### src/rtl/cpu_sm_pkg.sv
// Shared types and constants for the CPU state machine bus-termination logic.
// Holds the termination FSM states, PORT_SIZE encodings and the default bus timeout.
package cpu_sm_pkg;

  typedef enum logic [1:0] {
    IDLE = 2'd0,
    WAIT = 2'd1,
    ACK  = 2'd2,
    ERR  = 2'd3
  } bus_state_e;

  localparam logic [1:0] PS_NONE = 2'b00;
  localparam logic [1:0] PS_BYTE = 2'b01;
  localparam logic [1:0] PS_WORD = 2'b10;
  localparam logic [1:0] PS_LONG = 2'b11;

  localparam int TIMEOUT_CYCLES_DFLT = 255;

  // Argument is the active-low pair {DSACK1_, DSACK0_}.
  function automatic logic [1:0] decode_port_size(input logic [1:0] dsack_n);
    case (dsack_n)
      2'b10:   return PS_BYTE;
      2'b01:   return PS_WORD;
      2'b00:   return PS_LONG;
      default: return PS_NONE;
    endcase
  endfunction

endpackage

### src/rtl/cpu_sync.sv
// N-stage synchroniser for one asynchronous input, reset to a chosen inactive level.
// Latency: STAGES clocks from the first sampling edge to q_o.
module cpu_sync #(
  parameter int   STAGES   = 2,
  parameter logic INACTIVE = 1'b1
) (
  input  logic clk_i,
  input  logic rst_n_i,
  input  logic d_i,
  output logic q_o
);

  logic [STAGES-1:0] sync_q;

  always_ff @(posedge clk_i or negedge rst_n_i) begin
    if (!rst_n_i) begin
      sync_q <= {STAGES{INACTIVE}};
    end else begin
      sync_q <= {sync_q[STAGES-2:0], d_i};
    end
  end

  assign q_o = sync_q[STAGES-1];

endmodule

### src/rtl/cpu_bus_term.sv
// Qualifies raw 68030 termination inputs (DSACK pair, STERM_, BERR_) for the CPU state machine.
// DSACK/BERR reach the outputs SYNC_STAGES+1 clocks after sampling, STERM 1 clock; a bus timeout raises BERR_.
module cpu_bus_term
  import cpu_sm_pkg::*;
#(
  parameter int SYNC_STAGES    = 2,
  parameter int TIMEOUT_CYCLES = TIMEOUT_CYCLES_DFLT
) (
  input  logic       SCLK,
  input  logic       _RST,
  input  logic       CYCLE_START,
  input  logic       CYCLE_END,
  input  logic       DSACK0_,
  input  logic       DSACK1_,
  input  logic       STERM_IN_,
  input  logic       BERR_IN_,
  output logic       DSACK,
  output logic       STERM_,
  output logic [1:0] PORT_SIZE,
  output logic       BERR_,
  output logic       TIMEOUT
);

  localparam logic [7:0] TO_LAST = 8'(TIMEOUT_CYCLES - 1);

  logic dsack0_s;
  logic dsack1_s;
  logic berr_s;

  cpu_sync #(.STAGES(SYNC_STAGES), .INACTIVE(1'b1)) u_sync_dsack0 (
    .clk_i(SCLK), .rst_n_i(_RST), .d_i(DSACK0_), .q_o(dsack0_s)
  );
  cpu_sync #(.STAGES(SYNC_STAGES), .INACTIVE(1'b1)) u_sync_dsack1 (
    .clk_i(SCLK), .rst_n_i(_RST), .d_i(DSACK1_), .q_o(dsack1_s)
  );
  cpu_sync #(.STAGES(SYNC_STAGES), .INACTIVE(1'b1)) u_sync_berr (
    .clk_i(SCLK), .rst_n_i(_RST), .d_i(BERR_IN_), .q_o(berr_s)
  );

  logic [1:0] pair_s;
  logic [1:0] pair_q;
  logic       sterm_q;
  logic       berr_q;
  logic       ds_qual;

  assign pair_s = {dsack1_s, dsack0_s};

  // pair_q is the previous synchronised pair; berr_q gives BERR the same extra clock.
  always_ff @(posedge SCLK or negedge _RST) begin
    if (!_RST) begin
      pair_q  <= 2'b11;
      sterm_q <= 1'b1;
      berr_q  <= 1'b1;
    end else begin
      pair_q  <= pair_s;
      sterm_q <= STERM_IN_;
      berr_q  <= berr_s;
    end
  end

  // Two matching samples reject the transient byte/word code seen while the lines skew.
  assign ds_qual = (pair_s != 2'b11) && (pair_s == pair_q);

  bus_state_e state_q, state_d;
  logic [7:0] cnt_q, cnt_d;
  logic [1:0] ps_q, ps_d;
  logic       by_sterm_q, by_sterm_d;
  logic       timeout_q, timeout_d;

  always_ff @(posedge SCLK or negedge _RST) begin
    if (!_RST) begin
      state_q    <= IDLE;
      cnt_q      <= 8'd0;
      ps_q       <= PS_NONE;
      by_sterm_q <= 1'b0;
      timeout_q  <= 1'b0;
    end else begin
      state_q    <= state_d;
      cnt_q      <= cnt_d;
      ps_q       <= ps_d;
      by_sterm_q <= by_sterm_d;
      timeout_q  <= timeout_d;
    end
  end

  always_comb begin
    state_d    = state_q;
    cnt_d      = cnt_q;
    ps_d       = ps_q;
    by_sterm_d = by_sterm_q;
    timeout_d  = timeout_q;
    if (CYCLE_END) begin
      state_d = IDLE;
    end else begin
      case (state_q)
        IDLE: begin
          if (CYCLE_START) begin
            state_d   = WAIT;
            cnt_d     = 8'd0;
            timeout_d = 1'b0;
          end
        end
        WAIT: begin
          if (!berr_q) begin
            state_d = ERR;
          end else if (!sterm_q) begin
            state_d    = ACK;
            ps_d       = PS_LONG;
            by_sterm_d = 1'b1;
          end else if (ds_qual) begin
            state_d    = ACK;
            ps_d       = decode_port_size(pair_s);
            by_sterm_d = 1'b0;
          end else if (cnt_q == TO_LAST) begin
            state_d   = ERR;
            timeout_d = 1'b1;
          end else begin
            cnt_d = cnt_q + 8'd1;
          end
        end
        default: begin
        end
      endcase
    end
  end

  assign DSACK     = (state_q == ACK) && !by_sterm_q;
  assign STERM_    = !((state_q == ACK) && by_sterm_q);
  assign PORT_SIZE = (state_q == ACK) ? ps_q : PS_NONE;
  assign BERR_     = (state_q != ERR);
  assign TIMEOUT   = timeout_q;

endmodule

### config.mk
export PLATFORM = sky130hd
export DESIGN_NAME = cpu_bus_term
export DESIGN_NICKNAME = d
export VERILOG_FILES = /design/src/rtl/cpu_sm_pkg.sv /design/src/rtl/cpu_sync.sv /design/src/rtl/cpu_bus_term.sv
export SDC_FILE = /design/constraint.sdc
export NUM_CORES = 1
export LEC_CHECK = 0
export ABC_CLOCK_PERIOD_IN_PS = 2300
export CORE_UTILIZATION = 42
export CTS_CLUSTER_SIZE = 25
export DETAILED_ROUTE_END_ITERATION = 6
export GPL_ROUTABILITY_DRIVEN = 0
export PLACE_DENSITY = 0.59
export SYNTH_ARGS = -nofsm -noshare
export SYNTH_HDL_FRONTEND = slang
export SYNTH_SLANG_ARGS = --single-unit
### constraint.sdc
create_clock -name SCLK -period 2.3 [get_ports SCLK]
set_input_delay 0.345 -clock SCLK [delete_from_list [all_inputs] [get_ports SCLK]]
set_output_delay 0.345 -clock SCLK [all_outputs]
set_load 0.1 [all_outputs]
# After elaboration in Yosys (flattened, before gate mapping)
# Cells that the tools add are included.
totals:
  reg_bits: 24
  latchBits: 0
  ram_bits: 0
  rom_bits: 0
  in_bits: 8
  out_inout_bits: 6
  wordCells: 68
  memories: 0
classes:
  n_addsub: 1
  mul: 0
  div: 0
  order_cmp: 0
  eq_ne: 17
  shift: 0
  muxes: 25
  bitwise: 1
  reduce_logical: 13
ops:
  columns: ["op", "count"]
  rows:
  - ["8-bit 2-to-1 mux", 5]
  - ["2-bit 2-to-1 mux", 9]
  - ["2-bit != test, second input constant", 8]
  - ["8-bit case mux with 2 select lines", 1]
  - ["7-bit AND reduction", 2]
  - ["8-bit by 1-bit adder with 8-bit output, second input constant", 1]
  - ["8-bit equality test, second input constant", 1]
  - ["1-bit 2-to-1 mux", 7]
  - ["6-bit != test, second input constant", 1]
  - ["2-bit case mux with 3 select lines", 1]
  - ["2-bit by 1-bit equality test with 1-bit output, second input constant", 2]
  - ["2-bit equality test, second input constant", 2]
  - ["2-bit logical NOT", 2]
  - ["2-bit case mux with 2 select lines", 1]
  - ["4-bit AND reduction", 1]
  - ["1-bit logical AND", 3]
  - ["3-bit != test, second input constant", 1]
  - ["3-bit AND reduction", 1]
  - ["3-bit nonzero test", 1]
  - ["2-bit equality test", 1]
  - ["1-bit logical NOT", 2]
  - ["2-bit by 1-bit != test with 1-bit output, second input constant", 1]
  - ["1-bit case mux with 2 select lines", 1]
  - ["2-bit nonzero test", 1]
  - ["1-bit NOT", 1]

# Depth between registers and ports, before layout
# Gate-level depths: netlist of the first run.
logic_depth:
  ltp_word: 7
  ltp_mapped: 6
  depth_no_buf: 6

# Cells and area by module
# A second synthesis of the first run with hierarchy kept.
hier_totals:
  hier_cells: 100
  hier_area_um2: 1127.3
modules_own_cells:
  columns: ["module", "instances", "cells_each", "area_per_inst_um2", "seq_area_each_um2"]
  rows:
  - ["cpu_bus_term", 1, 94, 969.7, 455.4]
  - ["cpu_sync", 3, 2, 52.6, 52.6]

# Worst setup path after synthesis of the first run
# OpenSTA, ideal clock, no wires.
synth_timing:
  kind: "reg-to-output"
  start: "register state_q[1]"
  end: "output port DSACK"
  arrival_time_ns: 2.629
  required_ns: 1.955
  path_slack_ns: -0.674
  stages_incl_launch_ff: 3
  n_path_buf: 0
  cell_sequence: "dfrtp_1 > inv_1 > nor3_1"
synth_via:
  elab_chain_len: 2
synth_rtl:
  columns: ["item", "line", "source"]
  rows:
  - ["start, declared", "cpu_bus_term.sv:64", "bus_state_e state_q, state_d;"]
  - ["start signal, assigned", "cpu_bus_term.sv:78", "state_q <= state_d;"]
  - ["2-bit equality test", "cpu_bus_term.sv:127", "assign DSACK = (state_q == ACK) && !by_sterm_q;"]
  - ["1-bit logical AND", "cpu_bus_term.sv:127", null]
  - ["end, declared", "cpu_bus_term.sv:17", "output logic DSACK,"]
# Every way passes these cells.

# Worst setup path in the final report of the first run
layout_timing:
  start: "register cnt_q[0]"
  end: "register cnt_q[3]"
layout_via:
  elab_chain_len: 6
  word_cells_on_any_way: 9
  classes_between: "add/sub (1); eq/ne (2); mux (5); reduce/logical (1)"
layout_rtl:
  columns: ["item", "line", "source"]
  rows:
  - ["start, declared", "cpu_bus_term.sv:65", "logic [7:0] cnt_q, cnt_d;"]
  - ["start signal, assigned", "cpu_bus_term.sv:79", "cnt_q <= cnt_d;"]
  - ["8-bit by 1-bit adder with 8-bit output", "cpu_bus_term.sv:118", "cnt_d = cnt_q + 8'd1;"]
  - ["8-bit 2-to-1 mux", "cpu_bus_term.sv:114", "end else if (cnt_q == TO_LAST) begin"]
  - ["8-bit 2-to-1 mux", "cpu_bus_term.sv:110", "end else if (ds_qual) begin"]
  - ["8-bit 2-to-1 mux", "cpu_bus_term.sv:106", "end else if (!sterm_q) begin"]
  - ["8-bit 2-to-1 mux", "cpu_bus_term.sv:104", "if (!berr_q) begin"]
  - ["8-bit case mux with 2 select lines", "cpu_bus_term.sv:95", "case (state_q)"]
# Several ways; a longest one is shown, not always the timed one. The select of a mux whose other input is x is not followed.
# A chain may end at the register's enable or synchronous reset.

==> run summary, run 1 <==
Outcome -> finished, final reports clean
Input/output buffers -> 13
Post-Syn Nets -> 107
Worst-margin pin slew -> 0.426 ns
Non-Filler Instances -> 144
Combinational cell fraction of total power -> 19.4%
Hold-fix buffers, CTS -> 0
CTS tree -> yes
Hold Violations, Final -> 0
Post-route clock period utilization -> 81.8%
NetSw -> 282 µW
Placeable core region -> 2520 µm²
Crit path launch -> cnt_q[0]
Top Ports -> 14
Primary FF master, synth -> dfrtp_1
CTS buffer count -> 3
DRC viols -> 0
Antenna violations before repair -> 0
Share of cells above drive strength 1 -> 31.6%
Placed insts -> 140
# rows -> 18
DR iter-0 viols -> 27
Final WL -> 2130 µm
Mapped cell area -> 1140 µm²
Skew final -> 0.0136 ns
Reg power frac -> 52.6%
Die width -> 54.2 µm
CTS clk-pin slew, worst paths -> 0.14 ns
Clock Latency Late Sink -> 0.32 ns
EDFF count, synth -> 0
Max incr delay on CP -> 0.44 ns
Count of state elements after synthesis -> 24
Die Ht -> 54.2 µm
Total Routing Usage GR -> 17.2%
Endpoints failing setup -> 0
Design Power -> 942 µW
Sink Count -> 24
Commonest non-fill, non-tap cell in the layout -> dfrtp_1
Post-DP HPWL -> 1520 µm
First-pass GRT wire length -> 3470 µm
Vias per cell -> 5.66
Setup TNS -> 0 ns
YS warnings -> 0
Max Fanout on Critical Path -> 6
Final instance area -> 1350 µm²
RSZ-0062 raised after global routing -> false
DRT Pass-1 Iters -> 4
Max Cap Viol -> 0
Initial core utilization -> 45.3%
Clk buf depth -> 2
CP endpoint kind -> register
Die ar. -> 2930 µm²
Critical Path AT -> 2.11 ns
Worst path required time -> 2.52 ns
Ys async rst share -> 100%
Gr ovfl total -> 0
Crit path kind -> reg -> reg
Nets -> 125
Vias in the first global route -> 765
Sw Share -> 29.9%
Slew headroom -> 71.4%
H-tree Lvls -> 1
Clock power share -> 28.0%
Drt wl/cell -> 14.8 µm
Hold Crit Class -> in -> async
Seq/Total Area, Yosys -> 53.7%
Post-cts repair resize count -> 0
FF-to-FF Start -> cnt_q[0]
CP max-delay cell -> dfrtp_1
Setup bufs post-CTS -> 0
Post-place instance area -> 1300 µm²
Distinct cells, synth -> 40
DR vias -> 815
Int Pwr -> 660 µW
Largest net degree at the start of global routing -> 25
DRT antenna net count -> 0
Startpoint types -> register
Area delta synth->final -> 17.9%
Worst hold slack -> 0.364 ns
Leak pwr -> 0.000542 µW
Fillcell total -> 227
Fmax -> 0.531 GHz
CP bufs+invs -> 1
Crit-path cells -> inv_1 -> ha_1 -> nand4_1 -> o21ai_1 -> nor2_2 -> a221o_1
Syn Inst Count -> 97
Pwr/cell area -> 700 nW/µm²
Root buffer cell -> clkbuf_4
Syn avg cell area -> 11.8 µm²
Max VDD drop -> 0.000543 V
Slew Viols, Final -> 0
Top Family by Delay on Critical Path -> compound AO/OA/AOI/OAI gates
Minimum clock period -> 1.88 ns
Antenna cells -> 0
Commonest cells after routing, fill and taps aside -> 14 x dfrtp_1, 10 x dfstp_2, 8 x buf_4
## power by group through the flow
stage,sequential (µW),combinational [µW],clock (µW)
floorplan,492,143,0
CTS,496,184,273
finish,495,183,264
global route,501,196,290
global placement,502,181,0
detailed placement,504,183,0
## final cells by class
class	instances	area [µm²]	share of cell area, %
repair buffers	15	130	9.67
clock buffers	4	47.5	3.53
inverters	5	18.8	1.39
well taps	30	37.5	2.79
flip-flops and latches	24	613	45.5
multi-input cells	66	499	37.1
## metal layers
| layer | wire, µm | part of all wire (%) | track usage, % | vias up |
|---|---|---|---|---|
| li1 | - | - | - | 394 |
| met1 | 1040 | 49 | 21.8 | 388 |
| met2 | 932 | 44 | 26.6 | 31 |
| met3 | 131 | 6.2 | 4.80 | 2 |
| met4 | 20 | 0.94 | 8.55 | 0 |
| met5 | 0 | 0 | 0 | - |
## flip-flops by register name, summed over array words and instances, names as in the netlist
name                  cells
u_sync_dsack0.sync_q      2
TIMEOUT                   1
sterm_q                   1
state_q                   2
u_sync_dsack1.sync_q      2
ps_q                      2
u_sync_berr.sync_q        2
cnt_q                     8
by_sterm_q                1
pair_q                    2
berr_q                    1
## stage by stage
step | setup slack, ns | util (%)
3_3_place_gp | 0.302 | 51.5
5_1_grt | 0.312 | 53.4
6_report | 0.418 | 53.4
4_1_cts | 0.424 | 53.4
3_5_place_dp | 0.236 | 51.5
2_1_floorplan | 0.189 | -
## path summary, 6_finish.rpt
check | slack, ns | endpoint | cells past startpoint
max | 0.42 | cnt_q[3] | 6
max in group asynchronous | 1.63 | berr_q | 2
min in group SCLK | 0.37 | u_sync_dsack1.sync_q[1] | 0
max reg2reg | 0.42 | cnt_q[3] | 6
min reg2reg | 0.37 | u_sync_dsack1.sync_q[1] | 0
min | 0.36 | state_q[1] | 2
## synthesized netlist by cell type (2+ instances only)
| cell | n | share of area [%] |
|---|---|---|
| a41oi_1 | 2 | 1.5 |
| nor2_1 | 6 | 2.0 |
| a221o_1 | 2 | 1.8 |
| ha_1 | 2 | 2.2 |
| a22o_1 | 2 | 1.5 |
| dfstp_2 | 10 | 23 |
| nand3_2 | 2 | 1.8 |
| nor3_1 | 3 | 1.3 |
| a31oi_1 | 3 | 1.6 |
| a31o_2 | 2 | 1.5 |
| nand2_1 | 7 | 2.3 |
| and3_1 | 2 | 1.1 |
| xnor2_1 | 2 | 1.5 |
| o21ai_1 | 2 | 0.88 |
| nand3_1 | 2 | 0.88 |
| inv_1 | 5 | 1.6 |
| dfrtp_1 | 14 | 31 |
| a21oi_1 | 7 | 3.1 |
## logic make-up (layout without fill, tap and decap cells)
kind of cell	count (synthesis)	count (layout)	synth area share, %
AND/OR/NAND/NOR	31	31	16.0
AO/OA/AOI/OAI	28	28	20.9
flip-flops	24	24	53.7
buffers and inverters	7	24	3.07
XOR/XNOR	3	3	2.30
adder cells (fa/ha/maj)	2	2	2.19
multiplexers	2	2	1.86
Power figures use the tool's default switching activity.
==> run 2: changes to the inputs <==
--- a/config.mk
+++ b/config.mk
@@ -5,12 +5,12 @@
 export SDC_FILE = /design/constraint.sdc
 export NUM_CORES = 1
 export LEC_CHECK = 0
-export ABC_CLOCK_PERIOD_IN_PS = 2300
+export ABC_CLOCK_PERIOD_IN_PS = 1500
 export CORE_UTILIZATION = 42
 export CTS_CLUSTER_SIZE = 25
 export DETAILED_ROUTE_END_ITERATION = 6
 export GPL_ROUTABILITY_DRIVEN = 0
-export PLACE_DENSITY = 0.59
+export PLACE_DENSITY = 0.61
 export SYNTH_ARGS = -nofsm -noshare
 export SYNTH_HDL_FRONTEND = slang
 export SYNTH_SLANG_ARGS = --single-unit
==> constraint.sdc (replaced) <==
create_clock -name SCLK -period 1.5 [get_ports SCLK]
set_input_delay 0.225 -clock SCLK [delete_from_list [all_inputs] [get_ports SCLK]]
set_output_delay 0.225 -clock SCLK [all_outputs]
set_load 0.1 [all_outputs]
==> run summary, run 2 (synthesis gave the netlist of run 1 again) <==
Failing checks -> setup timing
Clock Latency Late Sink -> 0.31 ns
Critical Path AT -> 1.85 ns
Antenna violations before repair -> 0
Hold Violations, Final -> 0
Int Pwr -> 1080 µW
Gr ovfl total -> 0
Post-DP HPWL -> 1670 µm
Non-Filler Instances -> 171
DRC viols -> 0
Die width -> 54.2 µm
Vias per cell -> 5.43
Crit-path cells -> xor2_4 -> o32a_4 -> o311ai_4 -> a221o_1
Sink Count -> 24
Max Fanout on Critical Path -> 6
Top Ports -> 14
Outcome -> finished with violations
CP endpoint kind -> register
Share of cells above drive strength 1 -> 55.3%
Commonest non-fill, non-tap cell in the layout -> buf_4
Hold Crit Class -> in -> async
Drt wl/cell -> 14.1 µm
Endpoints failing setup -> 16
Root buffer cell -> clkbuf_4
Sw Share -> 30.5%
CP max-delay cell -> dfstp_2
Clk buf depth -> 2
Hold-fix buffers, CTS -> 0
CTS buffer count -> 3
Setup TNS -> -1.30 ns
Die ar. -> 2930 µm²
Reg power frac -> 49.1%
Post-route clock period utilization -> 109%
Startpoint types -> register
NetSw -> 472 µW
Combinational cell fraction of total power -> 29.1%
DRT antenna net count -> 0
Skew final -> 0.00205 ns
Area delta synth->final -> 55.2%
DR vias -> 928
CP bufs+invs -> 0
Worst path required time -> 1.71 ns
DR iter-0 viols -> 14
Fillcell total -> 186
H-tree Lvls -> 1
Max Cap Viol -> 0
# rows -> 18
Largest net degree at the start of global routing -> 25
Largest Register -> cnt_q
Final WL -> 2410 µm
DRT Pass-1 Iters -> 5
Max incr delay on CP -> 0.62 ns
Slew headroom -> 73.5%
Antenna cells -> 0
CTS clk-pin slew, worst paths -> 0.13 ns
Input/output buffers -> 13
Crit path kind -> reg -> reg
Number of flip-flops in the largest register -> 8
Top Family by Delay on Critical Path -> compound AO/OA/AOI/OAI gates
Total Routing Usage GR -> 19.2%
Vias in the first global route -> 857
Nets -> 152
Slew Viols, Final -> 0
Initial core utilization -> 45.3%
CTS tree -> yes
RSZ-0062 raised after global routing -> true
First-pass GRT wire length -> 3880 µm
Final Worst Setup Slack -> -0.142 ns
Leak pwr -> 0.000712 µW
Clock power share -> 21.8%
Minimum clock period -> 1.64 ns
Placeable core region -> 2520 µm²
Fmax -> 0.609 GHz
Placed insts -> 159
Pwr/cell area -> 873 nW/µm²
Worst-margin pin slew -> 0.397 ns
Commonest cells after routing, fill and taps aside -> 24 x buf_4, 12 x dfrtp_1, 10 x dfstp_2, 7 x clkdlybuf4s50_1
Max VDD drop -> 0.000715 V
Die Ht -> 54.2 µm
Post-layout util -> 70.3%
==> run 2: final timing paths <==
check	slack (ns)	start	end	cells after the start
worst max-delay path	-0.14	u_sync_dsack0.sync_q[1]	cnt_q[7]	4
worst min-delay path	0.24	_RST	by_sterm_q	2
worst max register to register	-0.14	u_sync_dsack0.sync_q[1]	cnt_q[7]	4
worst min register to register	0.37	u_sync_dsack0.sync_q[0]	u_sync_dsack0.sync_q[1]	0
max in group asynchronous	0.97	_RST	pair_q[1]	2
min in group SCLK	0.30	DSACK0_	u_sync_dsack0.sync_q[0]	1
==> run 2: worst register-to-register path, cell delays in order (launching register included) <==
cell      delay, ns
dfstp_2        0.62
xor2_4         0.20
o32a_4         0.22
o311ai_4       0.15
a221o_1        0.35
==> run 2: layout make-up <==
class,instances,area [µm²],area share [%]
repair buffers,42,427,24.1
flip-flops and latches,24,616,34.7
inverters,5,21.3,1.20
multi-input cells,66,636,35.9
well taps,30,37.5,2.12
clock buffers,4,36.3,2.05
==> run 2: timing repair <==
action                                  in CTS  in global routing
endpoints found under the setup margin      18                 18
pin swaps                                    9                  4
resized for setup                           19                 10
buffers inserted                             7                  1
==> run 2: routing by layer <==
layer / share of wire [%] / up-vias / GRT usage (%)
li1: - / 452 / -
met1: 45 / 458 / 24.3
met2: 51 / 14 / 31.9
met3: 2.7 / 4 / 3.39
met4: 1.7 / 0 / 7.69
met5: 0 / - / 0
==> run 2: through the flow <==
step | hold slack, ns | total power (µW) | instance area, µm² | setup WS [ns]
final | 0.243 | 1550 | 1770 | -0.142
after detailed placement | 0.347 | 1140 | 1530 | -0.273
after global placement | 0.345 | 1140 | 1530 | -0.245
after CTS | 0.242 | 1550 | 1730 | -0.118
after floorplan | -0.0706 | 981 | 1160 | -0.0928
after global routing | 0.282 | 1620 | 1770 | -0.195
==> run 2: power by group through the flow <==
stage / sequential [µW] / clock [µW] / combinational [µW]
after floorplan: 757 / 0 / 224
after global placement: 764 / 0 / 372
after detailed placement: 766 / 0 / 375
after CTS: 756 / 357 / 433
after global routing: 770 / 369 / 483
final: 760 / 338 / 451
==> run 3: changes to the inputs <==
--- a/config.mk
+++ b/config.mk
@@ -10,7 +10,9 @@
 export CTS_CLUSTER_SIZE = 25
 export DETAILED_ROUTE_END_ITERATION = 6
 export GPL_ROUTABILITY_DRIVEN = 0
-export PLACE_DENSITY = 0.61
+export PLACE_DENSITY = 0.62
+export SKIP_CTS_REPAIR_TIMING = 1
 export SYNTH_ARGS = -nofsm -noshare
 export SYNTH_HDL_FRONTEND = slang
+export SYNTH_HIERARCHICAL = 1
 export SYNTH_SLANG_ARGS = --single-unit
==> run summary, run 3 <==
Hold Violations, Final -> 0
Placed insts -> 168
Reg-to-reg slack, setup -> -0.19 ns
Slew headroom -> 75.5%
Final instance area -> 1770 µm²
Max Cap Viol -> 0
Largest Register -> cnt_q
Top Family by Delay on Critical Path -> flip-flops
Primary FF master, synth -> dfrtp_1
DRT Pass-1 Iters -> 4
Crit path launch -> u_sync_dsack0/sync_q[1]
Crit path to -> state_q[1]
Die ar. -> 2900 µm²
Design Power -> 1890 µW
Worst-margin pin slew -> 0.363 ns
Yosys top cell by area -> dfrtp_1
Vias per cell -> 5.54
Distinct cells, synth -> 40
Antenna violations before repair -> 0
Syn Inst Count -> 100
Worst hold slack -> 0.240 ns
CTS buffer count -> 3
H-tree Lvls -> 1
Fmax -> 0.591 GHz
DRC viols -> 0
Sink Count -> 24
Reg2Reg Depth -> 6
Post-Syn Nets -> 110
Top Ports -> 14
Critical Path AT -> 1.95 ns
Most used cell, CP -> buf_4
Largest net degree at the start of global routing -> 25
Gr ovfl total -> 0
Non-Filler Instances -> 178
Endpoints failing setup -> 16
Slew Viols, Final -> 0
Number of flip-flops in the largest register -> 8
Post-place instance area -> 1590 µm²
Input/output buffers -> 13
YS warnings -> 6
Leak pwr -> 0.000739 µW
Root buffer cell -> clkbuf_4
Synth area leaders -> dfrtp_1 31%, dfstp_2 23%, o21ai_0 3.1%
Area delta synth->final -> 57.3%
DR iter-0 viols -> 32
Clk buf depth -> 2
Die width -> 53.8 µm
Die Ht -> 53.8 µm
Drt wl/cell -> 15.0 µm
First-pass GRT wire length -> 3930 µm
Vias in the first global route -> 876
CP endpoint kind -> register
Outcome -> finished with violations
Max Fanout on Critical Path -> 4
Share of cells above drive strength 1 -> 48.6%
Placeable core region -> 2500 µm²
Post-route clock period utilization -> 113%
Commonest non-fill, non-tap cell in the layout -> buf_4
WP depth -> 6
Top-area cell type share of the netlist area -> 31.1%
FF-to-FF Start -> u_sync_dsack0/sync_q[1]
EDFF count, synth -> 0
Crit path kind -> reg -> reg
Seq/Total Area, Yosys -> 54.4%
CTS tree -> yes
Max incr delay on CP -> 0.62 ns
CTS clk-pin slew, worst paths -> 0.14 ns
Pwr/cell area -> 1070 nW/µm²
CP bufs+invs -> 2
Worst path required time -> 1.76 ns
RSZ-0062 raised after global routing -> true
Worst R2R End -> state_q[1]
# rows -> 18
Syn avg cell area -> 11.3 µm²
CP max-delay cell -> dfstp_2
Ys async rst share -> 100%
Mapped cell area -> 1130 µm²
DR vias -> 986
Post-DP HPWL -> 1870 µm
DRT antenna net count -> 0
Minimum clock period -> 1.69 ns
Synth top cells by count -> 14 x dfrtp_1, 10 x dfstp_2, 7 x nand2_1, 7 x o21ai_0
Startpoint types -> register
Commonest cells after routing, fill and taps aside -> 30 x buf_4, 13 x dfrtp_1, 10 x dfstp_2, 7 x clkdlybuf4s50_1
Antenna cells -> 0
Final WL -> 2670 µm
Failing checks -> setup timing
Crit-path cells -> xor2_4 -> buf_4 -> o311ai_0 -> buf_4 -> o21ai_0 -> a21oi_1
Clock Latency Late Sink -> 0.32 ns
Final Worst Setup Slack -> -0.192 ns
Hold Crit Class -> in -> async
Cell with the most instances after synthesis -> dfrtp_1
Nets -> 159
Count of state elements after synthesis -> 24
Total Routing Usage GR -> 19.6%
Skew final -> 0.000703 ns
Max VDD drop -> 0.00114 V
Initial core utilization -> 45.1%
run 3: cell type report:
class / count / area [µm²]
fillers: 182 / 727
flip-flops and latches: 24 / 614
multi-input cells: 70 / 609
repair buffers: 46 / 449
clock buffers: 4 / 47.5
well taps: 30 / 37.5
inverters: 4 / 15.0
run 3: stage by stage:
stage	utilization (%)	setup TNS [ns]	setup WS, ns
2_1_floorplan	-	-0.670	-0.221
3_3_place_gp	63.6	-2.59	-0.347
3_5_place_dp	63.6	-2.66	-0.360
4_1_cts	65.5	-2.19	-0.267
5_1_grt	70.9	-2.84	-0.264
6_report	70.9	-1.82	-0.192
run 3: layer usage:
layer,track usage [%],wire length (µm),up-vias
met3,3.39,120,4
li1,-,-,483
met1,26.1,1250,470
met5,0,0,-
met2,30.9,1270,29
met4,8.77,25,0
run 3: worst min path at each step:
stage,end,cells past startpoint
2_1_floorplan,TIMEOUT,0
3_3_place_gp,berr_q,0
3_5_place_dp,u_sync_dsack1/sync_q[1],0
4_1_cts,ps_q[0],2
5_1_grt,ps_q[0],2
6_report,TIMEOUT,2
run 3: cell families after synthesis:
logic type	synth area share, %
flip-flops	54.4
AND/OR/NAND/NOR	14.3
AO/OA/AOI/OAI	24.1
multiplexers	2.22
XOR/XNOR	0.777
buffers and inverters	2.00
adder cells (fa/ha/maj)	2.22
run 3: where the power goes:
part           leakage (µW)  internal [µW]  switching [µW]
clock             0.0000261            204             204
combinational      0.000429            307             354
sequential         0.000285            747            75.3
